--- src/rtl/wb_pkg.sv ---
// wb_pkg: shared widths and the writeback beat type (rd + data)
package wb_pkg;
  localparam int XLEN_DEF = 32;
  localparam int REG_AW = 5;
  typedef struct packed {
    logic [REG_AW-1:0] rd;
    logic [XLEN_DEF-1:0] data;
  } wb_beat_t;
endpackage

--- src/rtl/wb_arbiter_if.sv ---
// wb_arbiter_if: writeback bus; master drives alu/lsu/iss/query inputs, slave (arbiter) drives lsu_ready, busy_rs1/2, we3/A3/WD3
interface wb_arbiter_if import wb_pkg::*; #(parameter int XLEN = XLEN_DEF);
  logic alu_valid;
  logic [REG_AW-1:0] alu_rd;
  logic [XLEN-1:0] alu_data;
  logic lsu_valid;
  logic lsu_ready;
  logic [REG_AW-1:0] lsu_rd;
  logic [XLEN-1:0] lsu_data;
  logic iss_valid;
  logic [REG_AW-1:0] iss_rd;
  logic [REG_AW-1:0] q_rs1;
  logic [REG_AW-1:0] q_rs2;
  logic busy_rs1;
  logic busy_rs2;
  logic we3;
  logic [REG_AW-1:0] A3;
  logic [XLEN-1:0] WD3;
  modport master (
    output alu_valid, alu_rd, alu_data, lsu_valid, lsu_rd, lsu_data, iss_valid, iss_rd, q_rs1, q_rs2,
    input lsu_ready, busy_rs1, busy_rs2, we3, A3, WD3
  );
  modport slave (
    input alu_valid, alu_rd, alu_data, lsu_valid, lsu_rd, lsu_data, iss_valid, iss_rd, q_rs1, q_rs2,
    output lsu_ready, busy_rs1, busy_rs2, we3, A3, WD3
  );
endinterface

--- src/rtl/wb_fifo.sv ---
// wb_fifo: sync FIFO of beats; ports clk, rst_n (sync active-low), push/din, pop/dout, full, empty
module wb_fifo import wb_pkg::*; #(
  parameter type T = wb_beat_t,
  parameter int DEPTH = 2
) (
  input  logic clk,
  input  logic rst_n,
  input  logic push,
  input  T     din,
  input  logic pop,
  output T     dout,
  output logic full,
  output logic empty
);
  localparam int AW = $clog2(DEPTH);
  T mem [DEPTH];
  logic [AW-1:0] wp, rp;
  logic [AW:0] cnt;
  always_ff @(posedge clk)
    if (push) mem[wp] <= din;
  always_ff @(posedge clk)
    if (!rst_n) begin
      wp <= '0;
      rp <= '0;
      cnt <= '0;
    end else begin
      wp <= push ? wp + 1'b1 : wp;
      rp <= pop ? rp + 1'b1 : rp;
      cnt <= cnt + (AW+1)'(push) - (AW+1)'(pop);
    end
  assign dout = mem[rp];
  assign full = cnt == (AW+1)'(DEPTH);
  assign empty = cnt == '0;
endmodule

--- src/rtl/wb_arbiter.sv ---
// wb_arbiter: ALU-priority writeback arbiter with LSU FIFO and pending scoreboard; ports clk, rst_n, bus (wb_arbiter_if.slave)
module wb_arbiter import wb_pkg::*; #(
  parameter int XLEN = XLEN_DEF,
  parameter int DEPTH = 2
) (
  input logic clk,
  input logic rst_n,
  wb_arbiter_if.slave bus
);
  typedef struct packed {
    logic [REG_AW-1:0] rd;
    logic [XLEN-1:0] data;
  } beat_t;
  logic ready, full, empty, alu_win, lsu_live, fall, pop, push, win_v, wb_from_lsu;
  beat_t head, lsu_beat, win;
  logic [31:0] pending, set, clr;
  assign ready = !full && rst_n;
  assign bus.lsu_ready = ready;
  assign alu_win = bus.alu_valid && bus.alu_rd != '0;
  assign lsu_live = bus.lsu_valid && ready && bus.lsu_rd != '0;
  assign fall = lsu_live && empty && !alu_win;
  assign pop = !empty && !alu_win;
  assign push = lsu_live && !fall;
  assign lsu_beat = '{rd: bus.lsu_rd, data: bus.lsu_data};
  assign win_v = alu_win || pop || fall;
  assign win = alu_win ? beat_t'{rd: bus.alu_rd, data: bus.alu_data} : pop ? head : lsu_beat;
  wb_fifo #(.T(beat_t), .DEPTH(DEPTH)) u_fifo (
    .clk(clk),
    .rst_n(rst_n),
    .push(push),
    .din(lsu_beat),
    .pop(pop),
    .dout(head),
    .full(full),
    .empty(empty)
  );
  always_ff @(posedge clk)
    if (!rst_n) begin
      bus.we3 <= 1'b0;
      bus.A3 <= '0;
      bus.WD3 <= '0;
      wb_from_lsu <= 1'b0;
    end else begin
      bus.we3 <= win_v;
      wb_from_lsu <= win_v && !alu_win;
      bus.A3 <= win_v ? win.rd : bus.A3;
      bus.WD3 <= win_v ? win.data : bus.WD3;
    end
  assign clr = (bus.we3 && wb_from_lsu) ? 32'(1) << bus.A3 : '0;
  assign set = (bus.iss_valid && bus.iss_rd != '0) ? 32'(1) << bus.iss_rd : '0;
  always_ff @(posedge clk)
    if (!rst_n) pending <= '0;
    else pending <= (pending & ~clr) | set;
  assign bus.busy_rs1 = bus.q_rs1 != '0 && pending[bus.q_rs1];
  assign bus.busy_rs2 = bus.q_rs2 != '0 && pending[bus.q_rs2];
endmodule

--- src/flat_wrapper.sv ---
// flat-port wrapper written by rule: the top's interface ports become plain ports
module wb_arbiter_flat import wb_pkg::*;
#(
  parameter int XLEN = XLEN_DEF,
  parameter int DEPTH = 2
)
  (clk, rst_n, bus_alu_valid, bus_alu_rd, bus_alu_data, bus_lsu_valid, bus_lsu_rd, bus_lsu_data, bus_iss_valid, bus_iss_rd, bus_q_rs1, bus_q_rs2, bus_lsu_ready, bus_busy_rs1, bus_busy_rs2, bus_we3, bus_A3, bus_WD3);
  wb_arbiter_if #(.XLEN(XLEN)) bus_i ();
  input logic clk;
  input logic rst_n;
  input wire logic [$bits(bus_i.alu_valid)-1:0] bus_alu_valid;
  input wire logic [$bits(bus_i.alu_rd)-1:0] bus_alu_rd;
  input wire logic [$bits(bus_i.alu_data)-1:0] bus_alu_data;
  input wire logic [$bits(bus_i.lsu_valid)-1:0] bus_lsu_valid;
  input wire logic [$bits(bus_i.lsu_rd)-1:0] bus_lsu_rd;
  input wire logic [$bits(bus_i.lsu_data)-1:0] bus_lsu_data;
  input wire logic [$bits(bus_i.iss_valid)-1:0] bus_iss_valid;
  input wire logic [$bits(bus_i.iss_rd)-1:0] bus_iss_rd;
  input wire logic [$bits(bus_i.q_rs1)-1:0] bus_q_rs1;
  input wire logic [$bits(bus_i.q_rs2)-1:0] bus_q_rs2;
  output wire logic [$bits(bus_i.lsu_ready)-1:0] bus_lsu_ready;
  output wire logic [$bits(bus_i.busy_rs1)-1:0] bus_busy_rs1;
  output wire logic [$bits(bus_i.busy_rs2)-1:0] bus_busy_rs2;
  output wire logic [$bits(bus_i.we3)-1:0] bus_we3;
  output wire logic [$bits(bus_i.A3)-1:0] bus_A3;
  output wire logic [$bits(bus_i.WD3)-1:0] bus_WD3;
  assign bus_i.alu_valid = bus_alu_valid;
  assign bus_i.alu_rd = bus_alu_rd;
  assign bus_i.alu_data = bus_alu_data;
  assign bus_i.lsu_valid = bus_lsu_valid;
  assign bus_i.lsu_rd = bus_lsu_rd;
  assign bus_i.lsu_data = bus_lsu_data;
  assign bus_i.iss_valid = bus_iss_valid;
  assign bus_i.iss_rd = bus_iss_rd;
  assign bus_i.q_rs1 = bus_q_rs1;
  assign bus_i.q_rs2 = bus_q_rs2;
  assign bus_lsu_ready = bus_i.lsu_ready;
  assign bus_busy_rs1 = bus_i.busy_rs1;
  assign bus_busy_rs2 = bus_i.busy_rs2;
  assign bus_we3 = bus_i.we3;
  assign bus_A3 = bus_i.A3;
  assign bus_WD3 = bus_i.WD3;
  wb_arbiter #(.XLEN(XLEN), .DEPTH(DEPTH)) u_core (.clk(clk), .rst_n(rst_n), .bus(bus_i));
endmodule
--- config.mk ---
export PLATFORM = sky130hd
export DESIGN_NAME = wb_arbiter_flat
export DESIGN_NICKNAME = d
export VERILOG_FILES = /design/src/rtl/wb_pkg.sv /design/src/rtl/wb_arbiter_if.sv /design/src/rtl/wb_fifo.sv /design/src/rtl/wb_arbiter.sv /design/src/flat_wrapper.sv
export SDC_FILE = /design/constraint.sdc
export NUM_CORES = 1
export LEC_CHECK = 0
export ABC_AREA = 1
export CAP_MARGIN = 20
export CORE_MARGIN = 10
export CORE_UTILIZATION = 48
export CTS_CLUSTER_DIAMETER = 150
export DETAILED_ROUTE_END_ITERATION = 6
export GPL_TIMING_DRIVEN = 0
export PLACE_DENSITY = 0.83
export SLEW_MARGIN = 10
export SYNTH_ARGS = -nofsm -noshare
export SYNTH_HDL_FRONTEND = slang
export SYNTH_HIERARCHICAL = 1
export SYNTH_SLANG_ARGS = --single-unit
--- constraint.sdc ---
create_clock -name clk -period 3 [get_ports clk]
set_input_delay 0.3 -clock clk [delete_from_list [all_inputs] [get_ports clk]]
set_output_delay 0.3 -clock clk [all_outputs]
set_load 0.05 [all_outputs]
==> metrics.csv <==
metric,value,unit
status,"complete, no violations",
routedWlPerCell,17.2,um
reg2reg_slack,230,ps
initial_core_util,49.5,%
synthCells,948,
hold_buffers,0,
grt_pass1_wl,35.7,mm
yosysWarningCount,6,
clock_skew,9.80,ps
cp_data_required_time,2700,ps
p_total,7.25,mW
arrival,2570,ps
track_usage,20.8,%
dp_hpwl,16.5,mm
grt_max_degree,26,
clkTransAtPathRegs,60,ps
netlist_area,7580,um^2
finalInstanceArea,9730,um^2
worstSetupStartpoint,rst_n,
drt_wl_total,22.8,mm
rr_worst_depth,13,
num-fill-cells,1275,
min-delay-start,bus_iss_rd[4],
detail_route.iter0.violations,832,
top_usage_layer,met2,
fp-row-count,45,
intPower,4.49,mW
synth_edf_count,74,
synth_cell_types,29,
fmaxAchievable,348,MHz
cts_resized,0,
dr_total_vias,7064,
placed_cell_area,9190,um^2
ant_nets,0,
p_switching,2.76,mW
antenna_found_initial,2,
cts_setup_buffers,0,
peakVddDrop,558,uV
clock_sink_count,150,
power.share.clock,26.8,%
syn_area_per_cell,8.00,um^2
die_area,21200,um^2
final_common_cell,nand2_1,
grt_pass1_vias,6846,
cp-start-kind,input pin,
layout-drive-gt1-share,9.09,%
synth-async-reset-ratio,0,%
end_kind,output port,
core,15300,um^2
synth_flop_cell,dfxtp_1,
clockBufferDepth,2,
crit_path_max_fanout,10,
stdcell_count,1323,
final.period_utilization,95.7,%
htreeDepth,4,
vias_per_cell,5.34,
powerDensity,745,nW/um^2
grt_use_met3,7.30,%
place_congestion,0.955,
port_buffers,129,
hold_viol_final,0,
final_max_slew_viol_count,0,
post-place-ws,-110,ps
ios,135,
worst_pin_slew,623,ps
die-height,146,um
synthesis.nets,1044,
period_needed,2870,ps
drc,0,
grt-ovfl-total,0,
cts-root-buf,clkbuf_16,
areaGrowthSynthToFinish,28.4,%
firstDrtPassIters,5,
fin_setup_tns,0,ps
netSwitchingFraction,38.0,%
place_inst,1290,
path_class,in2out,
pwr-share-comb,37.9,%
r2r-start,u_core/u_fifo/cnt[0]$_SDFF_PN0_,
yosysSeqAreaShare,49.4,%
leakage,4.20,nW
grt_setup_unrepaired,false,
cts_tree,done,
ys_seq_elements,150,
final_net_count,1194,
hold_path_class,in2reg,
grt_util_met1,24.7,%
numCtsBuffers,17,
maxCapViolations,0,
fp.dieW,146,um
most-common-layout-cells,"nand2_1 (264), clkdlybuf4s50_1 (129), nand3_1 (120), nor2_1 (103), inv_1 (99)",
worstHoldPathCells,3,
clock_latency,430,ps
finalWorstSetupSlack,130,ps
p_seq_share,35.2,%
setup_viol,0,
met2_usage,34.4,%
slew_headroom,58.4,%
## area by class of cell
class                   instances  area, um^2  share of cell area [%]
diodes                          1        2.50                  0.0257
plain buffers                  47         267                    2.74
clock buffers                  22         464                    4.77
clock inverters                10        73.8                   0.759
inverters                     107         402                    4.13
multi-input cells             644        3180                    32.6
flip-flops and latches        150        3740                    38.5
well taps                     211         264                    2.71
repair buffers                131        1340                    13.8
## logic make-up after synthesis
kind of cell    after synthesis  synth area share, %
simple gates                509                 28.1
mux                          37                 6.98
compound gates               96                 6.42
flops                       150                 49.4
fa+ha+maj                     2                0.330
buf+inv                     154                 8.81
## worst max-delay path: stages
cell             delay (ps)
clkdlybuf4s50_1         730
inv_2                   180
clkbuf_1                300
nor2_1                  220
clkdlybuf4s50_1         840
## Yosys cell counts (5+ instances only)
master    number  area (um^2)
a21oi_1       33          165
edfxtp_1      74         2220
nand2_1      264          991
mux2_4        30          450
dfxtp_1       76         1520
inv_1        100          375
nand3_1      120          601
nor2_1       104          390
buf_2         18         90.1
nand4_1       10         62.6
mux2_2         7         78.8
clkbuf_1      21         78.8
clkinv_1       5         18.8
o21ai_0       56          280
## sequential cells by signal (all words and copies together) (netlist names), named ones only
name / count
u_core/bus.A3: 5
u_core/bus.WD3: 32
u_core/bus.we3: 1
u_core/pending: 32
u_core/u_fifo/cnt: 2
u_core/u_fifo/mem: 74
u_core/u_fifo/rp: 1
u_core/u_fifo/wp: 1
u_core/wb_from_lsu: 1
## path summary, 6_finish.rpt
kind | endpoint
worst max-delay path | bus_lsu_ready
worst min-delay path | u_core/pending[24]$_SDFF_PN0_
worst max register to register | u_core/u_fifo/cnt[1]$_SDFF_PN0_
worst min register to register | u_core/bus.WD3[20]$_SDFFE_PN0P_
## metal layers
metal  wire (um)  vias up
li1            -     3389
met1        9140     3290
met2       11000      342
met3        2130       41
met4         506        2
met5          13        -
## power groups by stage
stage / Clock (mW) / Sequential, mW / Combinational, mW
after floorplan: 0 / 3.09 / 1.30
after global placement: 0 / 2.58 / 2.66
after detailed placement: 0 / 2.59 / 2.72
after CTS: 1.96 / 2.55 / 2.74
after global routing: 2.05 / 2.58 / 2.95
final: 1.95 / 2.55 / 2.75
## stage by stage
stage / hold WS, ps / util, %
global placement: 439 / 59.7
global route: 277 / 63.5
detailed placement: 444 / 60.0
finish: 284 / 63.5
floorplan: 393 / -
CTS: 258 / 63.5
Note: power is estimated with default switching activity, not from simulation.
